File: src/rtl/hex_pio_ctrl.sv
// hex_pio_ctrl: Avalon-MM slave driving six 7-segment digits with blink,
// plus a debounced switch status register with a change interrupt.
module hex_pio_ctrl #(
    parameter int unsigned DEB_CYCLES = 500000,
    parameter int unsigned BLINK_RST  = 12499999,
    parameter int unsigned SW_W       = 4
) (
    input  logic            CLK,
    input  logic            RST_N,
    input  logic [1:0]      AVS_ADDRESS,
    input  logic            AVS_READ,
    input  logic            AVS_WRITE,
    input  logic [31:0]     AVS_WRITEDATA,
    output logic [31:0]     AVS_READDATA,
    output logic            INS_IRQ,
    input  logic [SW_W-1:0] SW,
    output logic [41:0]     NHEX
);
    localparam logic [6:0] SEG [16] = '{7'h40, 7'h79, 7'h24, 7'h30, 7'h19, 7'h12, 7'h02, 7'h78,
                                        7'h00, 7'h10, 7'h08, 7'h03, 7'h46, 7'h21, 7'h06, 7'h0e};

    logic [23:0]     data_q, data_d;
    logic [5:0]      en_q, en_d, blk_q, blk_d;
    logic            irq_en_q, irq_en_d;
    logic [25:0]     div_q, div_d, cnt_q, cnt_d;
    logic            phase_q, phase_d;
    logic [SW_W-1:0] sync1_q, sync2_q, samp_q, samp_d, deb_q, deb_d;
    logic [31:0]     dcnt_q, dcnt_d;
    logic            chg_q, chg_d, irq_q;
    logic [31:0]     rdata_q, rdata_d, status;
    logic [41:0]     nhex_q, nhex_d;
    logic            wr0, wr1, wr2, wr3, tick;

    always_comb begin
        wr0      = AVS_WRITE && AVS_ADDRESS == 2'd0;
        wr1      = AVS_WRITE && AVS_ADDRESS == 2'd1;
        wr2      = AVS_WRITE && AVS_ADDRESS == 2'd2;
        wr3      = AVS_WRITE && AVS_ADDRESS == 2'd3;
        data_d   = wr0 ? AVS_WRITEDATA[23:0] : data_q;
        en_d     = wr1 ? AVS_WRITEDATA[5:0] : en_q;
        blk_d    = wr1 ? AVS_WRITEDATA[13:8] : blk_q;
        irq_en_d = wr1 ? AVS_WRITEDATA[16] : irq_en_q;
        div_d    = wr2 ? AVS_WRITEDATA[25:0] : div_q;
        // a BLINK_DIV write restarts the period in the lit phase
        cnt_d    = wr2 ? AVS_WRITEDATA[25:0] : cnt_q == '0 ? div_q : cnt_q - 26'd1;
        phase_d  = wr2 ? 1'b0 : cnt_q == '0 ? ~phase_q : phase_q;
        tick     = dcnt_q == 32'(DEB_CYCLES - 1);
        dcnt_d   = tick ? '0 : dcnt_q + 32'd1;
        samp_d   = tick ? sync2_q : samp_q;
        deb_d    = (tick && sync2_q == samp_q && sync2_q != deb_q) ? sync2_q : deb_q;
        // a new debounced change beats a same-cycle write-1-clear
        chg_d    = (deb_d != deb_q) || (chg_q && !(wr3 && AVS_WRITEDATA[31]));
        status   = {chg_q, {(31 - SW_W){1'b0}}, deb_q};
        rdata_d  = !AVS_READ ? rdata_q :
                   AVS_ADDRESS == 2'd0 ? {8'b0, data_q} :
                   AVS_ADDRESS == 2'd1 ? {15'b0, irq_en_q, 2'b0, blk_q, 2'b0, en_q} :
                   AVS_ADDRESS == 2'd2 ? {6'b0, div_q} : status;
        nhex_d   = '1;
        for (int i = 0; i < 6; i++)
            nhex_d[7*i +: 7] = (!en_q[i] || (blk_q[i] && phase_q)) ? 7'h7f : SEG[data_q[4*i +: 4]];
    end

    always_ff @(posedge CLK or negedge RST_N) begin
        if (!RST_N) begin
            data_q   <= '0;
            en_q     <= '0;
            blk_q    <= '0;
            irq_en_q <= 1'b0;
            div_q    <= 26'(BLINK_RST);
            cnt_q    <= 26'(BLINK_RST);
            phase_q  <= 1'b0;
            sync1_q  <= '0;
            sync2_q  <= '0;
            samp_q   <= '0;
            deb_q    <= '0;
            dcnt_q   <= '0;
            chg_q    <= 1'b0;
            irq_q    <= 1'b0;
            rdata_q  <= '0;
            nhex_q   <= '1;
        end else begin
            data_q   <= data_d;
            en_q     <= en_d;
            blk_q    <= blk_d;
            irq_en_q <= irq_en_d;
            div_q    <= div_d;
            cnt_q    <= cnt_d;
            phase_q  <= phase_d;
            sync1_q  <= SW;
            sync2_q  <= sync1_q;
            samp_q   <= samp_d;
            deb_q    <= deb_d;
            dcnt_q   <= dcnt_d;
            chg_q    <= chg_d;
            irq_q    <= chg_q && irq_en_q;
            rdata_q  <= rdata_d;
            nhex_q   <= nhex_d;
        end
    end

    assign AVS_READDATA = rdata_q;
    assign INS_IRQ      = irq_q;
    assign NHEX         = nhex_q;
endmodule

File: config.mk
export PLATFORM = sky130hd
export DESIGN_NAME = hex_pio_ctrl
export DESIGN_NICKNAME = d
export VERILOG_FILES = /design/src/rtl/hex_pio_ctrl.sv
export SDC_FILE = /design/constraint.sdc
export NUM_CORES = 1
export LEC_CHECK = 0
export BUFFER_PORTS_ARGS = -buffer_cell sky130_fd_sc_hd__buf_2
export CORE_UTILIZATION = 60
export DETAILED_ROUTE_END_ITERATION = 10
export PLACE_DENSITY_LB_ADDON = 0.1
export SYNTH_ARGS = -nofsm -noshare
export SYNTH_HDL_FRONTEND = slang
export SYNTH_SLANG_ARGS = --single-unit
File: constraint.sdc
create_clock -name CLK -period 3.4 [get_ports CLK]
set_input_delay 0.17 -clock CLK [delete_from_list [all_inputs] [get_ports CLK]]
set_output_delay 0.17 -clock CLK [all_outputs]
set_load 0.02 [all_outputs]
# Word-level counts from Yosys, hierarchy flattened

Memory sizes are Yosys's and may differ from the RTL's.
Cells that the tools add are included.

Output and inout port bits: 75
Bits of input ports: 42
ROM bits: 672
Flip-flop bits (word level): 214
Word-level logic and storage cells: 103
Memories: 6

Bitwise gates (word level): 7
Magnitude comparators: 6
Add/sub/neg operators: 2
Equality and inequality tests: 7
Mux-type cells: 27
Reduce and logical (&&, ||, !) cells: 32

Memories:

| memory          | words | width | read ports | clocked after Yosys merged registers in | wr ports | line | text |
|---|---|---|---|---|---|---|---|
| (no name shown) | 16    | 7     | 1          | 0                                       | 0        | 60   | `nhex_d[7*i +: 7] = (!en_q[i] \|\| (blk_q[i] && phase_q)) ? 7'h7f : SEG[data_q[4*i +: 4]];` |
| (no name shown) | 16    | 7     | 1          | 0                                       | 0        | 60   |  |
| (no name shown) | 16    | 7     | 1          | 0                                       | 0        | 60   |  |
| (no name shown) | 16    | 7     | 1          | 0                                       | 0        | 60   |  |
| (no name shown) | 16    | 7     | 1          | 0                                       | 0        | 60   |  |
| (no name shown) | 16    | 7     | 1          | 0                                       | 0        | 60   |  |

Operator list:

| operator                | number |
|---|---|
| $mux W32                | 4 |
| $mux W7                 | 18 |
| $mux W26                | 2 |
| $add A32 B1 Y32 const B | 1 |
| $eq A32 B19 Y1 const B  | 1 |
| $ge A5 B5 Y1 const B    | 6 |
| $not A4 Y5              | 6 |
| $logic_not A26 Y1       | 1 |
| $sub A26 B1 Y26 const B | 1 |
| $logic_and A1 B1 Y1     | 15 |
| $ne A4 B4 Y1            | 2 |
| $logic_not A1 Y1        | 7 |
| $logic_or A1 B1 Y1      | 7 |
| $eq A2 B2 Y1 const B    | 2 |
| $eq A4 B4 Y1            | 1 |
| $mux W4                 | 1 |
| $eq A2 B1 Y1 const B    | 1 |
| $logic_not A2 Y1        | 1 |
| $mux W1                 | 2 |
| $reduce_bool A2 Y1      | 1 |
| $not A1 Y1              | 1 |

# Depth between registers and ports, before layout

Gate-level depths: netlist (run 1).

Depth after elaboration: 6
Gate-level depth with buffers: 9
Gate-level depth less buffers: 7

# Worst setup path after synthesis (run 1)

OpenSTA, ideal clock, no wires.

Path type: register -> register
Start point: register cnt_q[0]
End point: register cnt_q[6]
Setup slack: 1165 ps
Setup time: 119 ps
Arrival: 2116 ps
Data required time: 3281 ps
Clock period less this slack: 2235 ps
Path buffers: 2
Stages on the path, launching flop included: 10
Cells stage by stage: dfstp_2 -> inv_1 -> ha_1 -> nor3b_1 -> nand2_2 -> or3_1 -> buf_6 -> buf_6 -> o211ai_2 -> nand2_1

Word-level cells in the longest chain between the ends: 3
Elaborated cells on any way between the ends: 4
Those cells by class: add/sub: 1; mux: 2; reduce/logical: 1

RTL lines:

| element                                              | line | text |
|---|---|---|
| start, declared                                      | 25   | `logic [25:0] div_q, div_d, cnt_q, cnt_d;` |
| start signal, assigned                               | 70   | `cnt_q <= 26'(BLINK_RST);` |
| start signal, assigned                               | 87   | `cnt_q <= cnt_d;` |
| $sub A26 B1 Y26 or $logic_not A26 Y1 (tied branches) | 45   | `cnt_d = wr2 ? AVS_WRITEDATA[25:0] : cnt_q == '0 ? div_q : cnt_q - 26'd1;` |
| $mux W26 (*) (2 in series)                           | 45   |  |
| net cnt_d[6]                                         | 25   |  |

Mark *: on every way through the listed nets, which the timed path passes. The rest lies on a longest branch.
A chain may end at the register's enable or synchronous reset.

# Worst setup path in the final report (run 1)

Start point: register cnt_q[8]
End point: register cnt_q[19]

Same word-level chain as after synthesis.

==> results.cfg, run 1 <==
[status]
outcome = complete, no violations

[final_layout]
num-nets-final = 1175
syn2layout_area_growth_pct = 17.0
diodes = 0
drive_above_1_share_pct = 25.2
fill_cells = 1221
final_cell_area_um2 = 12000

[yosys]
yosysSeqAreaShare_pct = 52.1
synthFlopType = dfrtp_1
yosysTopAreaCell = dfrtp_1
synth_common_cells = nand2_1, dfrtp_1, dfstp_2
synth.most_common_cell = nand2_1
syn_area_um2 = 10200
syn_avg_cell_area_um2 = 10.6
yosys_warnings = 0
synth_top_area_share_pct = 33.1
netlist_instances = 963
synth_cell_type_count = 54
synth.area.top_cells = dfrtp_1, dfstp_2, nand2_1
synth_seq_cells = 209
async_reset_ff_share_pct = 100
synth_enable_flop_cells = 0

[clock_network]
cts_max_level = 1
numCtsBuffers = 22
cts_max_path_buffers = 3
clk_pin_slew_ns = 0.06
cts_tree = built
cts.sinks = 209
clk_latency_ns = 0.49
cts_root_buf = clkbuf_16
cts_setup_buffers = 0

[setup_path]
cp-start-kind = flop
arrival_ns = 3.02
critical_path_required_ns = 3.82
cp-end-kind = flop
crit_start = cnt_q[8]
critPathSlowestCell = or3_1
timing.critical_path.buf_inv = 1
cp.depth = 6
cp_top_family = simple AND/OR/NAND/NOR gates
worstSetupPathType = reg2reg
crit_path_end = cnt_q[19]
timing.reg2reg.setup_slack_ns = 0.80
crit_fanout = 19
path_common_cell = o21ai_1
worstReg2RegStart = cnt_q[8]
slowest_delay_ns = 0.77
r2r_end = cnt_q[19]
crit_chain = nor4_1 > nand4_1 > or3_1 > buf_4 > o21ai_1 > o21ai_1
reg2regPathDepth = 6

[power]
p_clk_share_pct = 31.2
fin_total_pwr_w = 0.00738
ir_worst_vdd_v = 0.000460
p_sw_share_pct = 30.9
combPwrFrac_pct = 22.6
p_per_area_nw_per_um2 = 618
p_sw_w = 0.00228
internal_power_w = 0.00510
leakage_nw = 5.38
p_seq_share_pct = 46.2

[die]
core-area_um2 = 16600
die_y_um = 133
fp-row-count = 47
num_io_pins = 117
dieArea_um2 = 17600
die_w_um = 133
start_util_pct = 61.6

[sta]
setup_viol_count_final = 0
rsz0062_at_grt = no
maxSlewViolCount = 0
hold_violations = 0
setup-tns-final_ns = 0
period_share_pct = 76.6
tightest_slew_ns = 0.918
min_period_ns = 2.60
hold_ws_ns = 0.0502
slew_headroom_pct = 38.2
worst_slack_ns = 0.796
finClkSkew_ns = 0.00647
fmax_mhz = 384

[placement]
placed_area_um2 = 10900
post-place-ws_ns = 0.793
numPortBuffers = 106
gp_congestion = 0.861
hpwl_mm = 15.7

[grt]
grt_max_degree = 103
grtUsageTotal_pct = 27.4
grt_pass1_vias = 7466
grt_pass1_wl_mm = 38.6
grt-ovfl-total = 0
antenna_found_initial = 0

[job]
maxCapViolations = 0

[drt]
ant_nets = 0
routed_via_density = 5.73
drc_errors = 0
first_iter_violations = 506
dr_total_vias = 7631
routed_wl_mm = 23.4
wl_per_cell_um = 17.6
drt_pre_antenna_iters = 5

[worst_hold_path]
hp-class = in2reg
power groups by stage:
stage	clock network (W)	logic, W	registers (W)
after floorplan	0	0.000947	0.00357
after global placement	0	0.00160	0.00343
after detailed placement	0	0.00163	0.00344
after CTS	0.00233	0.00167	0.00341
after global routing	0.00245	0.00184	0.00346
final	0.00230	0.00167	0.00341
per-stage QoR:
stage	cells	utilization, %
6_report	1331	72.1
5_1_grt	1331	72.1
4_1_cts	1331	72.1
3_5_place_dp	1260	66.0
3_3_place_gp	1260	66.0
2_1_floorplan	967	-
layout by cell type (no fill, tap or decap), types with 10 or more instances in the layout:
master,synthesis,layout
nand2_1,136,136
dfrtp_1,135,135
buf_2,1,105
dfstp_2,74,74
nor2_1,59,59
inv_1,50,50
mux2i_1,39,39
o21ai_0,39,39
ha_1,38,38
xnor2_1,37,37
mux2_2,31,31
dlygate4sd3_1,0,31
o21ai_1,30,30
o211ai_1,25,25
nand3_1,24,24
a21oi_1,23,23
clkbuf_16,0,23
nor3_1,18,18
xor2_1,18,18
nand4_1,16,16
nand2b_1,11,11
o311ai_0,11,11
o22ai_1,11,11
buf_4,5,11
mux4_2,10,10
cell type report:
cell class	count	area, um^2	share of cell area, %
inverter	50	188	1.57
timing repair buffer	149	952	7.97
multi-input combinational	663	4520	37.8
clock buffer	36	674	5.64
clock inverter	4	22.5	0.188
tap	220	275	2.30
sequential	209	5320	44.5
how the worst min path moves through the flow:
stage / startpoint / to / depth (start not counted) / slack, ns
global route: AVS_WRITEDATA[31] / chg_q / 3 / 0.06
floorplan: RST_N / AVS_READDATA[0] / 0 / -0.13
finish: AVS_WRITEDATA[31] / chg_q / 3 / 0.05
global placement: SW[2] / sync1_q[2] / 1 / 0.28
CTS: AVS_WRITEDATA[31] / chg_q / 3 / 0.04
detailed placement: SW[2] / sync1_q[2] / 1 / 0.28
worst min-delay path: stages:
cell	delay, ns
buf_2	0.10
nand4_1	0.10
a22o_1	0.14
sequential cells by signal, indices dropped and copies added (netlist names):
signal	flops
NHEX	42
blk_q	6
chg_q	1
sync1_q	4
cnt_q	26
div_q	26
phase_q	1
en_q	6
INS_IRQ	1
AVS_READDATA	27
sync2_q	4
samp_q	4
data_q	24
dcnt_q	32
irq_en_q	1
deb_q	4
layer usage:
metal | up-vias | share of wire (%) | global-route usage [%]
li1 | 3597 | - | -
met2 | 215 | 47 | 44.5
met5 | - | 0 | 0
met1 | 3786 | 47 | 40.1
met4 | 0 | 1.3 | 5.30
met3 | 33 | 5.0 | 3.37
logic make-up after synthesis:
kind of cell             share of synthesized area [%]
AO/OA/AOI/OAI                                     10.9
multiplexers                                      9.44
adder cells (fa/ha/maj)                           4.65
other                                           0.0367
XOR/XNOR                                          4.71
flip-flops                                        52.1
buffers and inverters                             3.91
AND/OR/NAND/NOR                                   14.3
what timing repair did:
action	in CTS	in global routing
resized for setup	0	0
hold buffers	31	0
endpoints found under the setup margin	0	0
hold endpoints to repair	163	0
Note: power is estimated with default switching activity, not from simulation.
==> run 2: changes to the inputs <==
--- a/config.mk
+++ b/config.mk
@@ -6,7 +6,7 @@
 export NUM_CORES = 1
 export LEC_CHECK = 0
 export BUFFER_PORTS_ARGS = -buffer_cell sky130_fd_sc_hd__buf_2
-export CORE_UTILIZATION = 60
+export CORE_UTILIZATION = 59
 export DETAILED_ROUTE_END_ITERATION = 10
 export PLACE_DENSITY_LB_ADDON = 0.1
 export SYNTH_ARGS = -nofsm -noshare
==> constraint.sdc (replaced) <==
create_clock -name CLK -period 2.4 [get_ports CLK]
set_input_delay 0.12 -clock CLK [delete_from_list [all_inputs] [get_ports CLK]]
set_output_delay 0.12 -clock CLK [all_outputs]
set_load 0.02 [all_outputs]
==> run 2 against run 1 <==
  * Non-clock buffer count grew 19
  * Worst hold slack worse by 0.018 ns
  * Clock skew is 0.0014 ns higher
  * Power grew 42%
  * Utilization is 0.38 points higher
  * Critical path type unchanged
==> results.cfg, run 2 (synthesis results as in run 1) <==
[grt]
grtUsageTotal_pct = 27.4
antenna_found_initial = 0
grt_pass1_vias = 7453
grt_pass1_wl_mm = 38.7
grt_max_degree = 71
grt-ovfl-total = 0

[sta]
maxSlewViolCount = 0
hold_ws_ns = 0.0323
period_share_pct = 91.2
fmax_mhz = 457
rsz0062_at_grt = no
setup_viol_count_final = 0
tightest_slew_ns = 0.685
setup-tns-final_ns = 0
min_period_ns = 2.19
finClkSkew_ns = 0.00791
hold_violations = 0
slew_headroom_pct = 54.2

[drt]
first_iter_violations = 420
ant_nets = 0
wl_per_cell_um = 17.4
drt_pre_antenna_iters = 5
routed_wl_mm = 23.5
routed_via_density = 5.65
drc_errors = 0
dr_total_vias = 7631

[die]
start_util_pct = 61.0
num_io_pins = 117
core-area_um2 = 16800
die_y_um = 134
dieArea_um2 = 17900
die_w_um = 134
fp-row-count = 47

[setup_path]
timing.reg2reg.setup_slack_ns = 0.21
reg2regPathDepth = 6
arrival_ns = 2.58
worstSetupPathType = reg2reg
cp-start-kind = flop
r2r_end = cnt_q[7]
cp-end-kind = flop
worstReg2RegStart = cnt_q[15]
critical_path_required_ns = 2.79
crit_fanout = 9

[power]
p_sw_share_pct = 31.0
p_per_area_nw_per_um2 = 866
p_sw_w = 0.00326
p_clk_share_pct = 31.1
p_seq_share_pct = 46.0
fin_total_pwr_w = 0.0105
ir_worst_vdd_v = 0.000596
internal_power_w = 0.00725
leakage_nw = 5.49
combPwrFrac_pct = 22.9

[job]
maxCapViolations = 0

[final_layout]
diodes = 0
fill_cells = 1268
most-common-layout-cells = nand2_1, dfrtp_1, buf_2
syn2layout_area_growth_pct = 18.8
drive_above_1_share_pct = 26.5
num-nets-final = 1194
largest_reg_flops = 42
final_cell_area_um2 = 12100
final_common_cell = nand2_1

[worst_hold_path]
hp-class = in2reg
whs_endpoint = chg_q
hold_path.startpoint = AVS_WRITE
hold_path_depth = 3

[clock_network]
cts.sinks = 209
clk_latency_ns = 0.50
cts_max_path_buffers = 3
cts_root_buf = clkbuf_16
numCtsBuffers = 22
cts_max_level = 1
cts_tree = built
clk_pin_slew_ns = 0.06

[placement]
hpwl_mm = 16.2
placed_area_um2 = 11100
numPortBuffers = 106
gp_congestion = 0.910

[status]
outcome = complete, no violations
[run 2: cell count changes in the layout (fill, tap and decap cells not counted), sizes merged]
cell         previous run  this run
buf                   117       135
clkinv                  3         4
clkinvlp                1         0
dlygate4sd3            31        32
[run 2: worst max-delay path: stages (launching register included)]
cell	delay, ns
dfstp_2	0.39
or3_1	0.40
or3_4	0.37
or3_1	0.45
buf_4	0.24
mux2i_1	0.16
o21ai_1	0.07
[run 2: worst max path at each step]
stage | startpoint | to | slack (ns) | depth (start not counted)
2_1_floorplan | cnt_q[0] | cnt_q[6] | 0.16 | 9
3_3_place_gp | cnt_q[15] | cnt_q[5] | 0.25 | 6
3_5_place_dp | cnt_q[16] | cnt_q[7] | 0.24 | 6
4_1_cts | cnt_q[8] | cnt_q[7] | 0.21 | 6
5_1_grt | cnt_q[0] | cnt_q[3] | 0.08 | 8
6_report | cnt_q[15] | cnt_q[7] | 0.21 | 6
[run 2: timing repair]
item                       4_1_cts  5_1_grt
gates resized for setup          0        1
hold endpoints to repair       150        0
setup buffers                    0        0
hold buffers                    32        0
setup endpoints to repair        0        1
[run 2: final cells by class]
cell class | instances | area, um^2 | share of cell area, %
clock buffers | 36 | 674 | 5.55
clock inverters | 4 | 23.8 | 0.196
inverters | 50 | 188 | 1.55
multi-input cells | 663 | 4520 | 37.3
flip-flops and latches | 209 | 5320 | 43.8
well taps | 220 | 275 | 2.27
repair buffers | 168 | 1130 | 9.35
[run 2: power by group through the flow]
stage | clock (W) | sequential (W) | combinational (W)
global placement | 0 | 0.00485 | 0.00229
floorplan | 0 | 0.00506 | 0.00134
finish | 0.00327 | 0.00484 | 0.00241
global route | 0.00347 | 0.00492 | 0.00265
CTS | 0.00331 | 0.00482 | 0.00241
detailed placement | 0 | 0.00488 | 0.00234
[run 2: metal layers]
| layer | share of wire, % | vias to the layer above | GRT usage [%] |
|---|---|---|---|
| met5 | 0 | - | 0 |
| met4 | 2.1 | 0 | 6.50 |
| met3 | 5.6 | 42 | 4.22 |
| met2 | 48 | 226 | 45.1 |
| met1 | 44 | 3738 | 38.4 |
| li1 | - | 3625 | - |
[run 2: stage by stage]
stage | worst slack, ns | std cells | utilization (%)
floorplan | 0.165 | 967 | -
global placement | 0.255 | 1278 | 66.3
detailed placement | 0.235 | 1278 | 66.3
CTS | 0.210 | 1350 | 72.4
global route | 0.0832 | 1350 | 72.4
finish | 0.211 | 1350 | 72.4
==> run 3: changes to the inputs <==
--- a/config.mk
+++ b/config.mk
@@ -6,6 +6,7 @@
 export NUM_CORES = 1
 export LEC_CHECK = 0
 export BUFFER_PORTS_ARGS = -buffer_cell sky130_fd_sc_hd__buf_2
+export CORE_ASPECT_RATIO = 0.8
 export CORE_UTILIZATION = 59
 export DETAILED_ROUTE_END_ITERATION = 10
 export PLACE_DENSITY_LB_ADDON = 0.1
==> run 3 against run 2 <==
  * Clock power grew 4%
  * Utilization about the same
  * Setup slack improved by 0.017 ns
  * Critical endpoint is now cnt_q[21]
  * Power up 1.2%
  * Global-route usage fell by 0.24 points
  * Via count decreased by 0.18%
  * Sequential share of layout area hardly changed
  * Cell area barely moved
==> results.cfg, run 3 (synthesis results as in run 1) <==
[worst_hold_path]
hold_path.startpoint = AVS_WRITE
hp-class = in2reg

[setup_path]
crit_start = cnt_q[0]
cp-start-kind = flop
cp-end-kind = flop
critical_path_required_ns = 2.83
worstReg2RegStart = cnt_q[0]
critPathSlowestCell = nor3_4
crit_chain = inv_1 > ha_1 > nor3b_1 > nand2_2 > buf_4 > nor3_4 > buf_4 > nor3_1 > o21ai_1
arrival_ns = 2.60
worstSetupPathType = reg2reg
crit_fanout = 7
slowest_delay_ns = 0.40
path_common_cell = buf_4

[drt]
drt_pre_antenna_iters = 5
dr_total_vias = 7617
ant_nets = 0
first_iter_violations = 521
drc_errors = 0
routed_wl_mm = 23.4
routed_via_density = 5.64
wl_per_cell_um = 17.3

[sta]
tightest_slew_ns = 0.746
min_period_ns = 2.17
finClkSkew_ns = 0.0102
fmax_mhz = 461
slew_headroom_pct = 50.2
setup_viol_count_final = 0
period_share_pct = 90.5
hold_violations = 0
setup-tns-final_ns = 0
maxSlewViolCount = 0
rsz0062_at_grt = no

[die]
die_y_um = 120
fp-row-count = 42
core-area_um2 = 16800
start_util_pct = 61.0
dieArea_um2 = 17900
num_io_pins = 117
die_w_um = 149

[placement]
gp_congestion = 0.847
numPortBuffers = 106
hpwl_mm = 16.1

[final_layout]
fill_cells = 1241
num-nets-final = 1195
most-common-layout-cells = nand2_1, dfrtp_1, buf_2
drive_above_1_share_pct = 26.5
diodes = 0
final_common_cell = nand2_1
final_core_util_pct = 72.5
syn2layout_area_growth_pct = 18.9
largest_reg_flops = 42

[clock_network]
holdBufCountCts = 33
clk_latency_ns = 0.50
clk_pin_slew_ns = 0.06
cts_tree = built
cts.sinks = 209
numCtsBuffers = 21
cts_resized = 0
cts_setup_buffers = 0
cts_max_path_buffers = 3
cts_root_buf = clkbuf_16
cts_max_level = 1

[grt]
grtUsageTotal_pct = 27.2
grtUsageMet3_pct = 3.65
grt-ovfl-total = 0
use_met2_pct = 41.2
grt_pass1_vias = 7207
antenna_found_initial = 0
grt_max_degree = 82
grt_busiest_layer = met1
globalRouteMet1Util_pct = 41.7
grt_pass1_wl_mm = 38.3

[power]
ir_worst_vdd_v = 0.000543
leakage_nw = 5.50
p_per_area_nw_per_um2 = 876

[job]
maxCapViolations = 0

[status]
outcome = complete, no violations
run 3: metal layers:
metal / vias to the layer above / routed length (um) / part of all wire [%]
li1: 3630 / - / -
met1: 3750 / 11300 / 49
met2: 202 / 10500 / 45
met3: 35 / 1130 / 4.8
met4: 0 / 412 / 1.8
met5: - / 0 / 0
run 3: critical path: cells and delay by family, from the launching register on:
| family | cells | cell delay (ns) |
|---|---|---|
| adder cells (fa/ha/maj) | 1 | 0.18 |
| buffers and inverters | 3 | 0.48 |
| AO/OA/AOI/OAI | 1 | 0.13 |
| AND/OR/NAND/NOR | 4 | 0.93 |
| flip-flops | 1 | 0.37 |
run 3: per-stage QoR:
step	std cells	hold slack [ns]	cell area (um^2)	total power, W	worst slack, ns
after floorplan	967	-0.176	10200	0.00640	0.165
after global placement	1279	0.201	11100	0.00714	0.289
after detailed placement	1279	0.203	11100	0.00721	0.256
after CTS	1350	0.0141	12100	0.0107	0.247
after global routing	1350	0.0191	12100	0.0112	0.0447
final	1350	0.0243	12100	0.0106	0.229
run 3: layout make-up:
cell class	instances	area (um^2)	area share (%)
clock inverters	7	114	0.937
well taps	220	275	2.27
clock buffers	31	603	4.96
inverters	50	188	1.55
repair buffers	170	1130	9.28
flip-flops and latches	209	5320	43.8
multi-input cells	663	4520	37.2
run 3: report_power, final:
part | switching, W | internal (W)
combinational | 0.00139 | 0.00101
sequential | 0.000510 | 0.00432
clock | 0.00134 | 0.00207
total | 0.00324 | 0.00740
run 3: final timing paths:
kind                               to  slack [ns]  cells after the start
min                             chg_q        0.02                      3
max in group asynchronous    NHEX[34]        1.35                      3
min in group asynchronous  dcnt_q[18]        0.22                      2
max reg2reg                 cnt_q[21]        0.23                      9
max                         cnt_q[21]        0.23                      9
min reg2reg                sync2_q[2]        0.35                      0
